--- src/rtl/mmio_responder.sv ---
// Memory-mapped responder for a 16-byte bus window: LED register, synchronised
// switches, display FIFO with a valid/ready drain, sticky status and a prescaled timer.
module mmio_responder #(
    parameter logic [7:0] BASE       = 8'hF0,
    parameter int         FIFO_DEPTH = 4,
    parameter int         PRESCALE   = 16
) (
    input  logic       clk,
    input  logic       rst,
    input  logic [7:0] addr,
    input  logic [7:0] data_in,
    input  logic       rden,
    input  logic       wren,
    output logic [7:0] rdata,
    output logic       hit,
    input  logic [7:0] sw_in,
    output logic [7:0] led_out,
    output logic [7:0] disp_data,
    output logic       disp_valid,
    input  logic       disp_ready
);
    localparam int AW = $clog2(FIFO_DEPTH);
    localparam int PW = (PRESCALE > 1) ? $clog2(PRESCALE) : 1;
    localparam logic [PW-1:0] PRESC_LAST = PW'(PRESCALE - 1);

    logic          sel;
    logic          wr_acc;
    logic          rd_acc;
    logic [3:0]    reg_sel;
    logic [7:0]    sw_meta;
    logic [7:0]    sw_sync;
    logic [7:0]    mem [FIFO_DEPTH];
    logic [AW:0]   wr_ptr;
    logic [AW:0]   rd_ptr;
    logic          empty;
    logic          full;
    logic          push;
    logic          pop;
    logic          ovf;
    logic          twrap;
    logic          stat_wr;
    logic [7:0]    timer;
    logic [PW-1:0] presc;
    logic          tick;
    logic          timer_wr;
    logic          wrap_evt;
    logic [7:0]    status;
    logic [7:0]    rd_val;

    assign sel     = (addr[7:4] == BASE[7:4]);
    assign reg_sel = addr[3:0];
    assign wr_acc  = wren && sel;
    assign rd_acc  = rden && !wren && sel;

    // The extra pointer bit tells full from empty when the indices coincide.
    assign empty      = (wr_ptr == rd_ptr);
    assign full       = (wr_ptr[AW-1:0] == rd_ptr[AW-1:0]) && (wr_ptr[AW] != rd_ptr[AW]);
    assign push       = wr_acc && (reg_sel == 4'd2);
    assign pop        = !empty && disp_ready;
    assign disp_valid = !empty;
    assign disp_data  = empty ? 8'h00 : mem[rd_ptr[AW-1:0]];

    assign stat_wr  = wr_acc && (reg_sel == 4'd3);
    assign timer_wr = wr_acc && (reg_sel == 4'd4);
    assign tick     = (presc == PRESC_LAST);
    assign wrap_evt = tick && !timer_wr && (timer == 8'hFF);
    assign status   = {4'b0000, twrap, ovf, full, empty};

    always_comb begin
        rd_val = 8'h00;
        case (reg_sel)
            4'd0:    rd_val = led_out;
            4'd1:    rd_val = sw_sync;
            4'd3:    rd_val = status;
            4'd4:    rd_val = timer;
            default: rd_val = 8'h00;
        endcase
    end

    always_ff @(posedge clk or negedge rst) begin
        if (!rst) begin
            hit     <= 1'b0;
            rdata   <= 8'h00;
            led_out <= 8'h00;
            sw_meta <= 8'h00;
            sw_sync <= 8'h00;
        end else begin
            hit     <= rd_acc;
            rdata   <= rd_acc ? rd_val : 8'h00;
            sw_meta <= sw_in;
            sw_sync <= sw_meta;
            if (wr_acc && (reg_sel == 4'd0)) begin
                led_out <= data_in;
            end
        end
    end

    always_ff @(posedge clk or negedge rst) begin
        if (!rst) begin
            for (int i = 0; i < FIFO_DEPTH; i++) begin
                mem[i] <= 8'h00;
            end
        end else if (push && !full) begin
            mem[wr_ptr[AW-1:0]] <= data_in;
        end
    end

    // A push is judged on the pre-edge fill level, so a same-cycle pop never rescues it.
    always_ff @(posedge clk or negedge rst) begin
        if (!rst) begin
            wr_ptr <= '0;
            rd_ptr <= '0;
        end else begin
            if (push && !full) begin
                wr_ptr <= wr_ptr + 1'b1;
            end
            if (pop) begin
                rd_ptr <= rd_ptr + 1'b1;
            end
        end
    end

    // Set events win over a same-cycle clear write.
    always_ff @(posedge clk or negedge rst) begin
        if (!rst) begin
            ovf   <= 1'b0;
            twrap <= 1'b0;
        end else begin
            if (push && full) begin
                ovf <= 1'b1;
            end else if (stat_wr && data_in[2]) begin
                ovf <= 1'b0;
            end
            if (wrap_evt) begin
                twrap <= 1'b1;
            end else if (stat_wr && data_in[3]) begin
                twrap <= 1'b0;
            end
        end
    end

    always_ff @(posedge clk or negedge rst) begin
        if (!rst) begin
            timer <= 8'h00;
            presc <= '0;
        end else if (timer_wr) begin
            timer <= data_in;
            presc <= '0;
        end else if (tick) begin
            timer <= timer + 8'd1;
            presc <= '0;
        end else begin
            presc <= presc + 1'b1;
        end
    end

endmodule

--- config.mk ---
export PLATFORM = sky130hd
export DESIGN_NAME = mmio_responder
export DESIGN_NICKNAME = d
export VERILOG_FILES = /design/src/rtl/mmio_responder.sv
export SDC_FILE = /design/constraint.sdc
export NUM_CORES = 1
export LEC_CHECK = 0
export BUFFER_PORTS_ARGS = -buffer_cell sky130_fd_sc_hd__buf_2
export CAP_MARGIN = 20
export CORE_ASPECT_RATIO = 1.1
export CORE_UTILIZATION = 60
export CTS_CLUSTER_SIZE = 20
export DETAILED_ROUTE_END_ITERATION = 8
export PLACE_DENSITY_LB_ADDON = 0.3
export SLEW_MARGIN = 20
export SYNTH_ARGS = -nofsm -noshare
export SYNTH_HDL_FRONTEND = slang
export SYNTH_SLANG_ARGS = --single-unit
--- constraint.sdc ---
create_clock -name clk -period 5 [get_ports clk]
set_input_delay 0.25 -clock clk [delete_from_list [all_inputs] [get_ports clk]]
set_output_delay 0.25 -clock clk [all_outputs]
set_load 0.02 [all_outputs]
==> results of run 1 <==
-- final cells by class --
cell class,instances,area (µm²)
flip-flops and latches,85,2130
fillers,419,1730
multi-input cells,176,1710
repair buffers,62,357
clock buffers,10,138
well taps,80,100
clock inverters,6,95.1
inverters,4,15.0
-- per-stage QoR --
step                      cell area, µm²  util [%]  hold slack (ns)
after CTS                           4520      72.2          0.00166
after floorplan                     3940         -          -0.0456
after global placement              4220      67.3            0.331
after detailed placement            4220      67.3            0.335
final                               4540      72.4          0.00982
after global routing                4540      72.4          0.00167
-- final timing paths --
check / to / slack (ns) / cells past startpoint
worst min register to register: sw_sync[6] / 0.35 / 0
worst max-delay path: disp_data[2] / 2.61 / 4
worst min-delay path: sw_meta[7] / 0.01 / 1
min in group asynchronous: mem[1] / 0.48 / 2
max in group asynchronous: timer[1] / 3.98 / 2
worst max register to register: rd_ptr[1] / 2.83 / 4
-- power groups by stage --
stage               Combinational, µW  Sequential (µW)  Clock (µW)
floorplan                         226              808           0
global placement                  243              852           0
detailed placement                253              856           0
CTS                               258              843         563
global route                      282              854         597
finish                            255              844         555
-- synth_stat cells, types with 2 or more instances --
master	n
sky130_fd_sc_hd__and3b_1	2
sky130_fd_sc_hd__o21ai_1	7
sky130_fd_sc_hd__a22oi_1	8
sky130_fd_sc_hd__and2_1	3
sky130_fd_sc_hd__mux4_2	8
sky130_fd_sc_hd__xnor2_1	11
sky130_fd_sc_hd__nor2b_1	8
sky130_fd_sc_hd__xor2_1	5
sky130_fd_sc_hd__a22o_1	3
sky130_fd_sc_hd__and3_1	2
sky130_fd_sc_hd__buf_4	4
sky130_fd_sc_hd__nand2_1	15
sky130_fd_sc_hd__inv_1	4
sky130_fd_sc_hd__a21oi_1	3
sky130_fd_sc_hd__and4_1	3
sky130_fd_sc_hd__mux2_4	32
sky130_fd_sc_hd__nand3_1	3
sky130_fd_sc_hd__nor2_1	12
sky130_fd_sc_hd__nand4_1	5
sky130_fd_sc_hd__dfrtp_1	85
sky130_fd_sc_hd__nor3_1	7
sky130_fd_sc_hd__mux2_2	17
sky130_fd_sc_hd__nand3_4	4
sky130_fd_sc_hd__buf_6	4
sky130_fd_sc_hd__ha_1	7
-- layer usage --
| metal | routed length [µm] | vias to the layer above |
|---|---|---|
| li1 | - | 1109 |
| met2 | 3760 | 53 |
| met1 | 3400 | 1208 |
| met4 | 116 | 0 |
| met3 | 199 | 12 |
| met5 | 0 | - |
-- logic make-up after synthesis --
family | after synthesis
AOI/OAI and AO/OA | 24
xor gates and xnor gates | 16
adders and majority gates | 7
buffers and inverters | 15
DFF | 85
muxes | 59
and+or+nand+nor | 70
-- placed cells by master (no fill, tap or decap), types with 3 or more instances in the layout --
| cell | n |
|---|---|
| sky130_fd_sc_hd__inv_1 | 4 |
| sky130_fd_sc_hd__dfrtp_1 | 85 |
| sky130_fd_sc_hd__xor2_1 | 5 |
| sky130_fd_sc_hd__nand4_1 | 5 |
| sky130_fd_sc_hd__nand3_1 | 3 |
| sky130_fd_sc_hd__ha_1 | 7 |
| sky130_fd_sc_hd__and2_1 | 3 |
| sky130_fd_sc_hd__a22o_1 | 3 |
| sky130_fd_sc_hd__o21ai_1 | 7 |
| sky130_fd_sc_hd__nand3_4 | 4 |
| sky130_fd_sc_hd__dlygate4sd3_1 | 8 |
| sky130_fd_sc_hd__nor3_1 | 7 |
| sky130_fd_sc_hd__a21oi_1 | 3 |
| sky130_fd_sc_hd__and4_1 | 3 |
| sky130_fd_sc_hd__mux4_2 | 8 |
| sky130_fd_sc_hd__mux2_2 | 17 |
| sky130_fd_sc_hd__clkbuf_8 | 10 |
| sky130_fd_sc_hd__nor2_1 | 12 |
| sky130_fd_sc_hd__nand2_1 | 15 |
| sky130_fd_sc_hd__mux2_4 | 32 |
| sky130_fd_sc_hd__xnor2_1 | 11 |
| sky130_fd_sc_hd__buf_2 | 53 |
| sky130_fd_sc_hd__a22oi_1 | 8 |
| sky130_fd_sc_hd__nor2b_1 | 8 |
-- flip-flops by register name (all words and copies together), names as in the netlist, 4 cells and up --
register  count
mem          32
led_out       8
rdata         8
sw_meta       8
sw_sync       8
timer         8
presc         4
==> run metrics, run 1 <==
count of vias placed by the detailed router=2,382; synthesized netlist net count=312; final wirelength=7.48 mm; Clock Root Buffer=sky130_fd_sc_hd__clkbuf_8; placement-stage worst setup slack=2.81 ns; portion of synthesized cell area occupied by the leading cell type=54.0%; gate count of the mapped netlist=276; width of the die=79.2 µm; CP delay by family, top=flip-flops; critical path launch point type=flop; switching fraction of total power=28.9%; Top Usage Layer GRT=met2; Initial DRT Pass Iterations=4; synthesized-area fraction occupied by adder cells=2.23%; CTS tree=done; Global Route met3 Usage=3.56%; largest net degree at the start of global routing=86; number of unique standard cell types used by synthesis=39; parity-gate share of the synthesized area counting xor and xnor cells=3.56%; total setup violations reported at the end of the flow=0; Yosys warnings=0; Die Footprint=6890 µm²; top cells by area, synth=sky130_fd_sc_hd__dfrtp_1 54%, sky130_fd_sc_hd__mux2_4 12%, sky130_fd_sc_hd__mux2_2 4.9%, sky130_fd_sc_hd__mux4_2 4.6%, sky130_fd_sc_hd__xnor2_1 2.4%; post-DR vias/cell=5.63; GP Congestion=0.830; initial cell density of the core=62.8%; clock transition at the register clock pins on the worst setup and hold paths after CTS=0.09 ns; final std cells w/o fill=423; cell internal pwr=1180 µW; Die Y-Extent=87.0 µm; fraction of the cycle the final worst path needs=47.8%; worst ir drop on vdd=278 µV; Data required, critical path=4.75 ns; worst r2r src=rd_ptr[0]; number of buffers inserted to repair setup after CTS=0; Static Leak=0.00225 µW; residual DRC count=0; clock sink total=85; Max Root-Sink Buffers=2; launching instance or port of the critical path=rd_ptr[0]; cell accounting for the most synthesized area=sky130_fd_sc_hd__dfrtp_1; Post-Synth Simple-Gate Area=11.3%; CP Max Fanout=12; remaining number of nets flagged by the antenna check after routing=0; worst-skew pair later-pin latency=0.35 ns; Crit path arrival time=2.14 ns; RSZ-0062 raised after global routing=no; slowest library cell on the worst path=sky130_fd_sc_hd__dfrtp_1; total grt overflow=0; dominant combinational cell family by area after synthesis=multiplexers; maxcap violations=0; number of DRC markers after the initial detailed-route iteration=168; I/O pin cnt=55; core area=6270 µm²; met2 Resource Use GR=39.8%; Num CTS Buffers=9; Hold Fails Final Rpt=0; proportion of register bits with asynchronous set or reset after synthesis=100%; max frequency=418 MHz; clock network power share=33.6%; share of final-layout standard cells stronger than drive strength 1=39.1%; cell row count=30; max incr delay on CP=0.77 ns; met1 layer usage reported by global route=30.9%; flops & latches, synth=85; Power Density=365 nW/µm²; dominant register cell in the synthesized netlist=sky130_fd_sc_hd__dfrtp_1; Avg Synthesized Cell Area=14.3 µm²; number of enable-type register cells in the synthesized netlist=0; Total GRT Usage=23.8%; Port Buffer Count=54; synthesized cell area=3940 µm²; CP Buf/Inv Count=1; series of cell instances along the critical path=xnor2_1 > and3b_1 > nor2b_1 > buf_2; synthesis-to-layout area growth=15.3%; origin of the worst min-delay path=sw_in[7]; H-Tree Depth=3; net switching power=479 µW; max-slew violation count=0; total negative slack=0 ns; detailed placer's ending HPWL=5.13 mm; Critical Path End Type=primary output; status=finished clean; sequential share of the synthesized area=54.0%; number of hold buffers added after cts=7; post-layout total power=1650 µW; setup clock skew after layout=0.00955 ns; category of the critical setup timing path=flop to primary output; actual transition at the worst max-transition pin=0.751 ns; proportion of power drawn by combinational gates=15.4%; wire length per cell=17.7 µm; global-route wire length before repair=12.0 mm; mux cell area share after synthesis=22.2%; net count reported at finish=374; final setup slack of the worst path=2.61 ns; worst relative slew slack=49.9%; synthesized-area fraction occupied by ao, oa, aoi and oai cells=4.10%; post-placement cell count=399; class of the most critical hold timing path=primary input to flop; number of gates resized after cts=0; antenna violations before repair=0; post-layout minimum cycle time=2.39 ns; number of global-route vias before repair=2,402; total inserted antenna cells=0; register share of total power=51.0%
No activity file was read; power rests on OpenSTA's default activity.
==> run 2: changes to the inputs <==
Settings changed: ABC_AREA from default to 1, CORE_UTILIZATION 60 to 57.
Clock period 5 ns to 2.3 ns, I/O delays scaled along.
==> run 2 against run 1 <==
Against the previous run:
- synthesized area increased by 5.0%
- combinational power increased to 4.9 times the previous value
- non-clock buffer count increased by 8
- worst setup slack got worse by 2.4 ns
- sequential power increased by 110%
- sequential share of layout area decreased by 2.3 points
- critical path type unchanged
==> run metrics, run 2 <==
synthesized netlist net count=526 (was 312); worst relative slew slack=57.5% (was 49.9%); clock transition at the register clock pins on the worst setup and hold paths after CTS=0.09 ns (about the same); Die Footprint=7590 µm² (was 6890 µm²); number of enable-type register cells in the synthesized netlist=0 (unchanged); number of buffers inserted to repair setup after CTS=0 (unchanged); Max Root-Sink Buffers=2 (unchanged); detailed placer's ending HPWL=6.79 mm (was 5.13 mm); Die Y-Extent=91.3 µm (was 87.0 µm); flip-flop count of the largest register, all copies and words added=32 (unchanged); worst ir drop on vdd=687 µV (was 278 µV); Power Density=899 nW/µm² (was 365 nW/µm²); portion of synthesized cell area occupied by the leading cell type=51.5% (was 54.0%); remaining number of nets flagged by the antenna check after routing=0 (unchanged); H-Tree Depth=3 (unchanged); post-DR vias/cell=5.65 (was 5.63); combined area of the multi-input logic cells=1700 µm² (was 1710 µm²); synthesis-to-layout area growth=15.4% (was 15.3%); max-slew violation count=0 (unchanged); residual DRC count=0 (unchanged); width of the die=83.2 µm (was 79.2 µm); Static Leak=0.00247 µW (was 0.00225 µW); I/O pin cnt=55 (unchanged); Initial DRT Pass Iterations=5 (was 4); setup clock skew after layout=0.0119 ns (was 0.00955 ns); commonest cells after routing, fill and taps aside=143 x sky130_fd_sc_hd__nand2_1, 85 x sky130_fd_sc_hd__dfrtp_1, 56 x sky130_fd_sc_hd__nor2_1 (was 85 x sky130_fd_sc_hd__dfrtp_1, 53 x sky130_fd_sc_hd__buf_2, 32 x sky130_fd_sc_hd__mux2_4); final wirelength=10.0 mm (was 7.48 mm); status=finished clean (unchanged); wire length per cell=15.6 µm (was 17.7 µm); top cells by area, synth=sky130_fd_sc_hd__dfrtp_1 51%, sky130_fd_sc_hd__nand2_1 13%, sky130_fd_sc_hd__nand4_1 5.5%, sky130_fd_sc_hd__nor2_1 5.1%, sky130_fd_sc_hd__o21ai_0 3.8% (was sky130_fd_sc_hd__dfrtp_1 54%, sky130_fd_sc_hd__mux2_4 12%, sky130_fd_sc_hd__mux2_2 4.9%, sky130_fd_sc_hd__mux4_2 4.6%, sky130_fd_sc_hd__xnor2_1 2.4%); fraction of the cycle the final worst path needs=90.5%; sequential share of the synthesized area=51.5% (was 54.0%); initial cell density of the core=59.0% (was 62.8%); Yosys warnings=0 (unchanged); Data required, critical path=2.18 ns (was 4.75 ns); library cell with the highest instance count after synthesis=sky130_fd_sc_hd__nand2_1 (was sky130_fd_sc_hd__dfrtp_1); total negative slack=0 ns (unchanged); global-route wire length before repair=16.9 mm (was 12.0 mm); antenna violations before repair=0 (unchanged); class of the most critical hold timing path=primary input to flop (unchanged); largest net degree at the start of global routing=52 (was 86); worst-skew pair later-pin latency=0.36 ns (was 0.35 ns); cell row count=32 (was 30); Clock Root Buffer=sky130_fd_sc_hd__clkbuf_8 (unchanged); net count reported at finish=587 (was 374); core area=7010 µm² (was 6270 µm²); CP Buf/Inv Count=3 (was 1); placement-stage worst setup slack=0.371 ns (was 2.81 ns); max incr delay on CP=0.52 ns (was 0.77 ns); actual transition at the worst max-transition pin=0.638 ns (was 0.751 ns); leading cell types by count after synthesis=143 x sky130_fd_sc_hd__nand2_1, 85 x sky130_fd_sc_hd__dfrtp_1, 56 x sky130_fd_sc_hd__nor2_1 (was 85 x sky130_fd_sc_hd__dfrtp_1, 32 x sky130_fd_sc_hd__mux2_4, 17 x sky130_fd_sc_hd__mux2_2); total grt overflow=0 (unchanged); most frequent standard cell in the layout excluding fill and tap cells=sky130_fd_sc_hd__nand2_1 (was sky130_fd_sc_hd__dfrtp_1); Num CTS Buffers=9 (unchanged); series of cell instances along the critical path=inv_1 > nand2_1 > nand2_1 > nand3_2 > nand2_1 > inv_1 > buf_2 (was xnor2_1 > and3b_1 > nor2b_1 > buf_2); GP Congestion=0.849 (was 0.830); CTS tree=done (unchanged); count of fill cells added during filler insertion=566 (was 419); number of unique standard cell types used by synthesis=28 (was 39); post-placement cell count=613 (was 399); Hold Fails Final Rpt=0 (unchanged); dominant register cell in the synthesized netlist=sky130_fd_sc_hd__dfrtp_1 (unchanged); proportion of register bits with asynchronous set or reset after synthesis=100% (unchanged); cell accounting for the most synthesized area=sky130_fd_sc_hd__dfrtp_1 (unchanged); most frequent cell on the critical path=sky130_fd_sc_hd__nand2_1; critical path launch point type=flop (unchanged); post-layout minimum cycle time=2.08 ns; total inserted antenna cells=0 (unchanged); clock sink total=85 (unchanged); count of vias placed by the detailed router=3,619 (was 2,382); share of the core filled with cells in the final layout=68.0% (was 72.4%); Critical Path End Type=primary output (unchanged); area used by sequential logic in the layout=2130 µm² (unchanged); share of final-layout standard cells stronger than drive strength 1=17.1% (was 39.1%); post-layout total power=4280 µW (was 1650 µW); Crit path arrival time=1.97 ns (was 2.14 ns); gate count of the mapped netlist=490 (was 276); synthesized cell area=4130 µm² (was 3940 µm²); Total GRT Usage=28.5% (was 23.8%); maxcap violations=0 (unchanged); category of the critical setup timing path=flop to primary output (unchanged); number of DRC markers after the initial detailed-route iteration=301 (was 168); number of global-route vias before repair=3,475 (was 2,402); final std cells w/o fill=641 (was 423); largest register by flop count=mem (unchanged); RSZ-0062 raised after global routing=no (unchanged); slowest library cell on the worst path=sky130_fd_sc_hd__dfrtp_1 (unchanged); max frequency=480 MHz; flops & latches, synth=85 (unchanged); Port Buffer Count=54 (unchanged); Avg Synthesized Cell Area=8.43 µm² (was 14.3 µm²); CP Max Fanout=12 (unchanged); CP delay by family, top=simple AND/OR/NAND/NOR gates (was flip-flops); total setup violations reported at the end of the flow=0 (unchanged); final setup slack of the worst path=0.218 ns (was 2.61 ns)
run 2: cell types whose count changed in the layout (fill, tap and decap cells not counted), sizes merged, moves of 9 or more:
cell,delta
nand3,+28
nand2,+132
inv,+37
o21ai,+25
nor2,+50
o22ai,+14
nand4,+31
mux2,-50
xnor2,-9
run 2: final timing paths:
| path | start | end | slack, ns | depth (start not counted) |
|---|---|---|---|---|
| max in group asynchronous | rst | presc[2] | 1.37 | 3 |
| min reg2reg | sw_meta[6] | sw_sync[6] | 0.36 | 0 |
| min | data_in[7] | led_out[7] | 0.06 | 3 |
| max | rd_ptr[1] | disp_data[7] | 0.22 | 7 |
| min in group asynchronous | rst | mem[7] | 0.32 | 2 |
| max reg2reg | rd_ptr[1] | wr_ptr[1] | 0.29 | 8 |
run 2: through the flow:
stage	hold WS (ns)	area (µm²)
5_1_grt	0.0557	4770
2_1_floorplan	-0.181	4130
3_3_place_gp	0.177	4410
3_5_place_dp	0.183	4410
4_1_cts	0.0466	4760
6_report	0.0648	4770
run 2: cell families after synthesis:
logic type	synth area share [%]
compound gates	6.12
flops	51.5
buf+inv	7.51
simple gates	31.7
xor+xnor	1.06
fa+ha+maj	2.12
run 2: worst register-to-register path: stages, from the launching register on:
cell,delay [ns]
sky130_fd_sc_hd__dfrtp_1,0.52
sky130_fd_sc_hd__inv_1,0.25
sky130_fd_sc_hd__nand2_1,0.08
sky130_fd_sc_hd__nand2_1,0.14
sky130_fd_sc_hd__nand3_4,0.41
sky130_fd_sc_hd__nand2_2,0.29
sky130_fd_sc_hd__clkinv_1,0.11
sky130_fd_sc_hd__nand2_1,0.07
sky130_fd_sc_hd__nand2_1,0.04
run 2: power by group:
part / switching (µW) / internal [µW] / total, µW
registers: 176 / 1640 / 1810
clock network: 581 / 649 / 1230
logic: 826 / 416 / 1240
run 2: repair_timing:
item,4_1_cts,5_1_grt
setup endpoints to repair,0,9
endpoints found under the hold margin,60,0
resized for setup,0,1
hold buffers,12,0
run 2: layout make-up:
type / count / area share (%)
clock buffers: 10 / 2.89
well taps: 85 / 2.23
inverters: 41 / 3.28
repair buffers: 70 / 9.40
flip-flops and latches: 85 / 44.6
multi-input cells: 344 / 35.6
clock inverters: 6 / 1.94
run 2: per-layer routing:
layer  track usage [%]  routed length, µm  up-vias
met5                 0                  0        -
met2              45.2               4840      174
met3              6.18                735       22
met1              37.5               4170     1702
met4              13.4                243        0
li1                  -                  -     1721
==> run 3: changes to the inputs <==
Settings changed: CORE_UTILIZATION 57 to 35, CTS_BUF_LIST from default to sky130_fd_sc_hd__clkbuf_8.
==> run 3 against run 2 <==
Against the previous run:
- core utilization decreased by 26 points
- routed wire length decreased by 2.3%
- cell count increased by 10%
- sequential power about the same
- critical endpoint is now wr_ptr[0]
==> run metrics, run 3 (synthesis results as in run 2) <==
status=finished clean (unchanged); total setup violations reported at the end of the flow=0 (unchanged); Data required, critical path=2.55 ns (was 2.18 ns); total inserted antenna cells=0 (unchanged); total grt overflow=0 (unchanged); clock sink total=85 (unchanged); max-slew violation count=0 (unchanged); Crit path arrival time=2.30 ns (was 1.97 ns); GP Congestion=0.859 (was 0.849); CP Max Fanout=39 (was 12); max incr delay on CP=0.52 ns (about the same); net count reported at finish=588 (was 587); CTS tree=done (unchanged); wire length per cell=13.8 µm (was 15.6 µm); Initial DRT Pass Iterations=5 (unchanged); worst ir drop on vdd=490 µV (was 687 µV); post-layout minimum cycle time=2.05 ns (was 2.08 ns); Static Leak=0.00247 µW (about the same); critical path launch point type=flop (unchanged); detailed placer's ending HPWL=6.93 mm (was 6.79 mm); slowest library cell on the worst path=sky130_fd_sc_hd__dfrtp_1 (unchanged); Die Y-Extent=116 µm (was 91.3 µm); flip-flop count of the largest register, all copies and words added=32 (unchanged); fraction of the cycle the final worst path needs=88.9% (was 90.5%); Max Root-Sink Buffers=2 (unchanged); class of the most critical hold timing path=primary input to flop (unchanged); number of DRC markers after the initial detailed-route iteration=171 (was 301); number of buffers inserted to repair setup after CTS=0 (unchanged); number of global-route vias before repair=3,383 (was 3,475); max frequency=489 MHz (was 480 MHz); setup clock skew after layout=0.0109 ns (was 0.0119 ns); synthesis-to-layout area growth=17.1% (was 15.4%); residual DRC count=0 (unchanged); share of final-layout standard cells stronger than drive strength 1=17.2% (was 17.1%); worst relative slew slack=63.3% (was 57.5%); global-route wire length before repair=16.7 mm (was 16.9 mm); Critical Path End Type=flop (was primary output); largest net degree at the start of global routing=53 (was 52); Die Footprint=12,200 µm² (was 7590 µm²); antenna violations before repair=0 (unchanged); remaining number of nets flagged by the antenna check after routing=0 (unchanged); H-Tree Depth=3 (unchanged); commonest cells after routing, fill and taps aside=143 x sky130_fd_sc_hd__nand2_1, 85 x sky130_fd_sc_hd__dfrtp_1, 56 x sky130_fd_sc_hd__nor2_1 (unchanged); Power Density=867 nW/µm² (was 899 nW/µm²); RSZ-0062 raised after global routing=no (unchanged); width of the die=106 µm (was 83.2 µm); actual transition at the worst max-transition pin=0.549 ns (was 0.638 ns); post-DR vias/cell=4.93 (was 5.65); worst-skew pair later-pin latency=0.36 ns (about the same); total negative slack=0 ns (unchanged); largest register by flop count=mem (unchanged); cell row count=41 (was 32); initial cell density of the core=36.0% (was 59.0%); count of vias placed by the detailed router=3,487 (was 3,619); Port Buffer Count=54 (unchanged); placement-stage worst setup slack=0.378 ns (was 0.371 ns); core area=11,500 µm² (was 7010 µm²); most frequent standard cell in the layout excluding fill and tap cells=sky130_fd_sc_hd__nand2_1 (unchanged); category of the critical setup timing path=flop to flop (was flop to primary output); final setup slack of the worst path=0.255 ns (was 0.218 ns); Num CTS Buffers=9 (unchanged); Hold Fails Final Rpt=0 (unchanged); Clock Root Buffer=sky130_fd_sc_hd__clkbuf_8 (unchanged); clock transition at the register clock pins on the worst setup and hold paths after CTS=0.09 ns (about the same); series of cell instances along the critical path=inv_1 > nand2_1 > nand2_1 > nand3_4 > nand2_2 > clkinv_1 > nand2_1 > nand2_1 (was inv_1 > nand2_1 > nand2_1 > nand3_2 > nand2_1 > inv_1 > buf_2); maxcap violations=0 (unchanged); I/O pin cnt=55 (unchanged); Total GRT Usage=17.5% (was 28.5%); most frequent cell on the critical path=sky130_fd_sc_hd__nand2_1 (unchanged); final wirelength=9.77 mm (was 10.0 mm)
-- run 3: cell types whose count changed in the layout (fill, tap and decap cells not counted) --
cell                         change
sky130_fd_sc_hd__buf_4           +2
sky130_fd_sc_hd__inv_8           +2
sky130_fd_sc_hd__nand3_2         -1
sky130_fd_sc_hd__nand3_4         +1
sky130_fd_sc_hd__inv_6           -1
sky130_fd_sc_hd__bufinv_16       -1
sky130_fd_sc_hd__clkinvlp_4      -1
sky130_fd_sc_hd__buf_12          -1
sky130_fd_sc_hd__clkinv_4        +1
-- run 3: layout make-up --
cell class / instances / area [µm²]
Inverter: 41 / 156
Multi-Input combinational cell: 344 / 1710
Clock buffer: 10 / 138
Timing Repair Buffer: 71 / 443
Sequential cell: 85 / 2130
Clock inverter: 6 / 77.6
Tap cell: 150 / 188
Fill cell: 1191 / 6660
-- run 3: routing by layer --
layer  vias to the layer above  part of all wire, %  global-route usage, %
li1                       1734                    -                      -
met5                         -                    0                      0
met1                      1627                   46                   22.9
met3                        20                  5.2                   3.99
met2                       106                   47                   28.0
met4                         0                  2.0                   7.50
-- run 3: worst paths after layout --
| check | startpoint | end | slack [ns] | cells after the start |
|---|---|---|---|---|
| min in group asynchronous | rst | rd_ptr[2] | 0.24 | 2 |
| setup reg to reg | rd_ptr[1] | wr_ptr[0] | 0.25 | 8 |
| max in group asynchronous | rst | timer[5] | 1.44 | 3 |
| hold / removal | data_in[0] | led_out[0] | 0.08 | 3 |
| hold reg to reg | sw_meta[7] | sw_sync[7] | 0.36 | 0 |
| setup / recovery | rd_ptr[1] | wr_ptr[0] | 0.25 | 8 |
-- run 3: power by group --
| group | internal, µW | switching, µW | total, µW |
|---|---|---|---|
| combinational | 423 | 827 | 1250 |
| clock | 553 | 588 | 1140 |
| sequential | 1640 | 167 | 1800 |
| total | 2610 | 1580 | 4190 |
-- run 3: repair_timing --
item / CTS / global route
hold buffers: 12 / 0
setup endpoints to repair: 0 / 9
resized for setup: 0 / 2
endpoints found under the hold margin: 43 / 0
-- run 3: per-stage QoR --
step	util, %	std cells	hold slack (ns)	power [µW]	area (µm²)
5_1_grt	42.1	707	0.0619	4480	4840
2_1_floorplan	-	490	-0.181	2700	4130
4_1_cts	42.0	707	0.0476	4200	4820
6_report	42.1	707	0.0777	4190	4840
3_3_place_gp	39.1	679	0.101	3020	4490
3_5_place_dp	39.1	679	0.105	3040	4490
-- run 3: worst max-delay path, delay by kind of cell, from the launching register on --
| family | cells | cell delay [ns] |
|---|---|---|
| AND/OR/NAND/NOR | 6 | 1.06 |
| buffers and inverters | 2 | 0.35 |
| flip-flops | 1 | 0.52 |
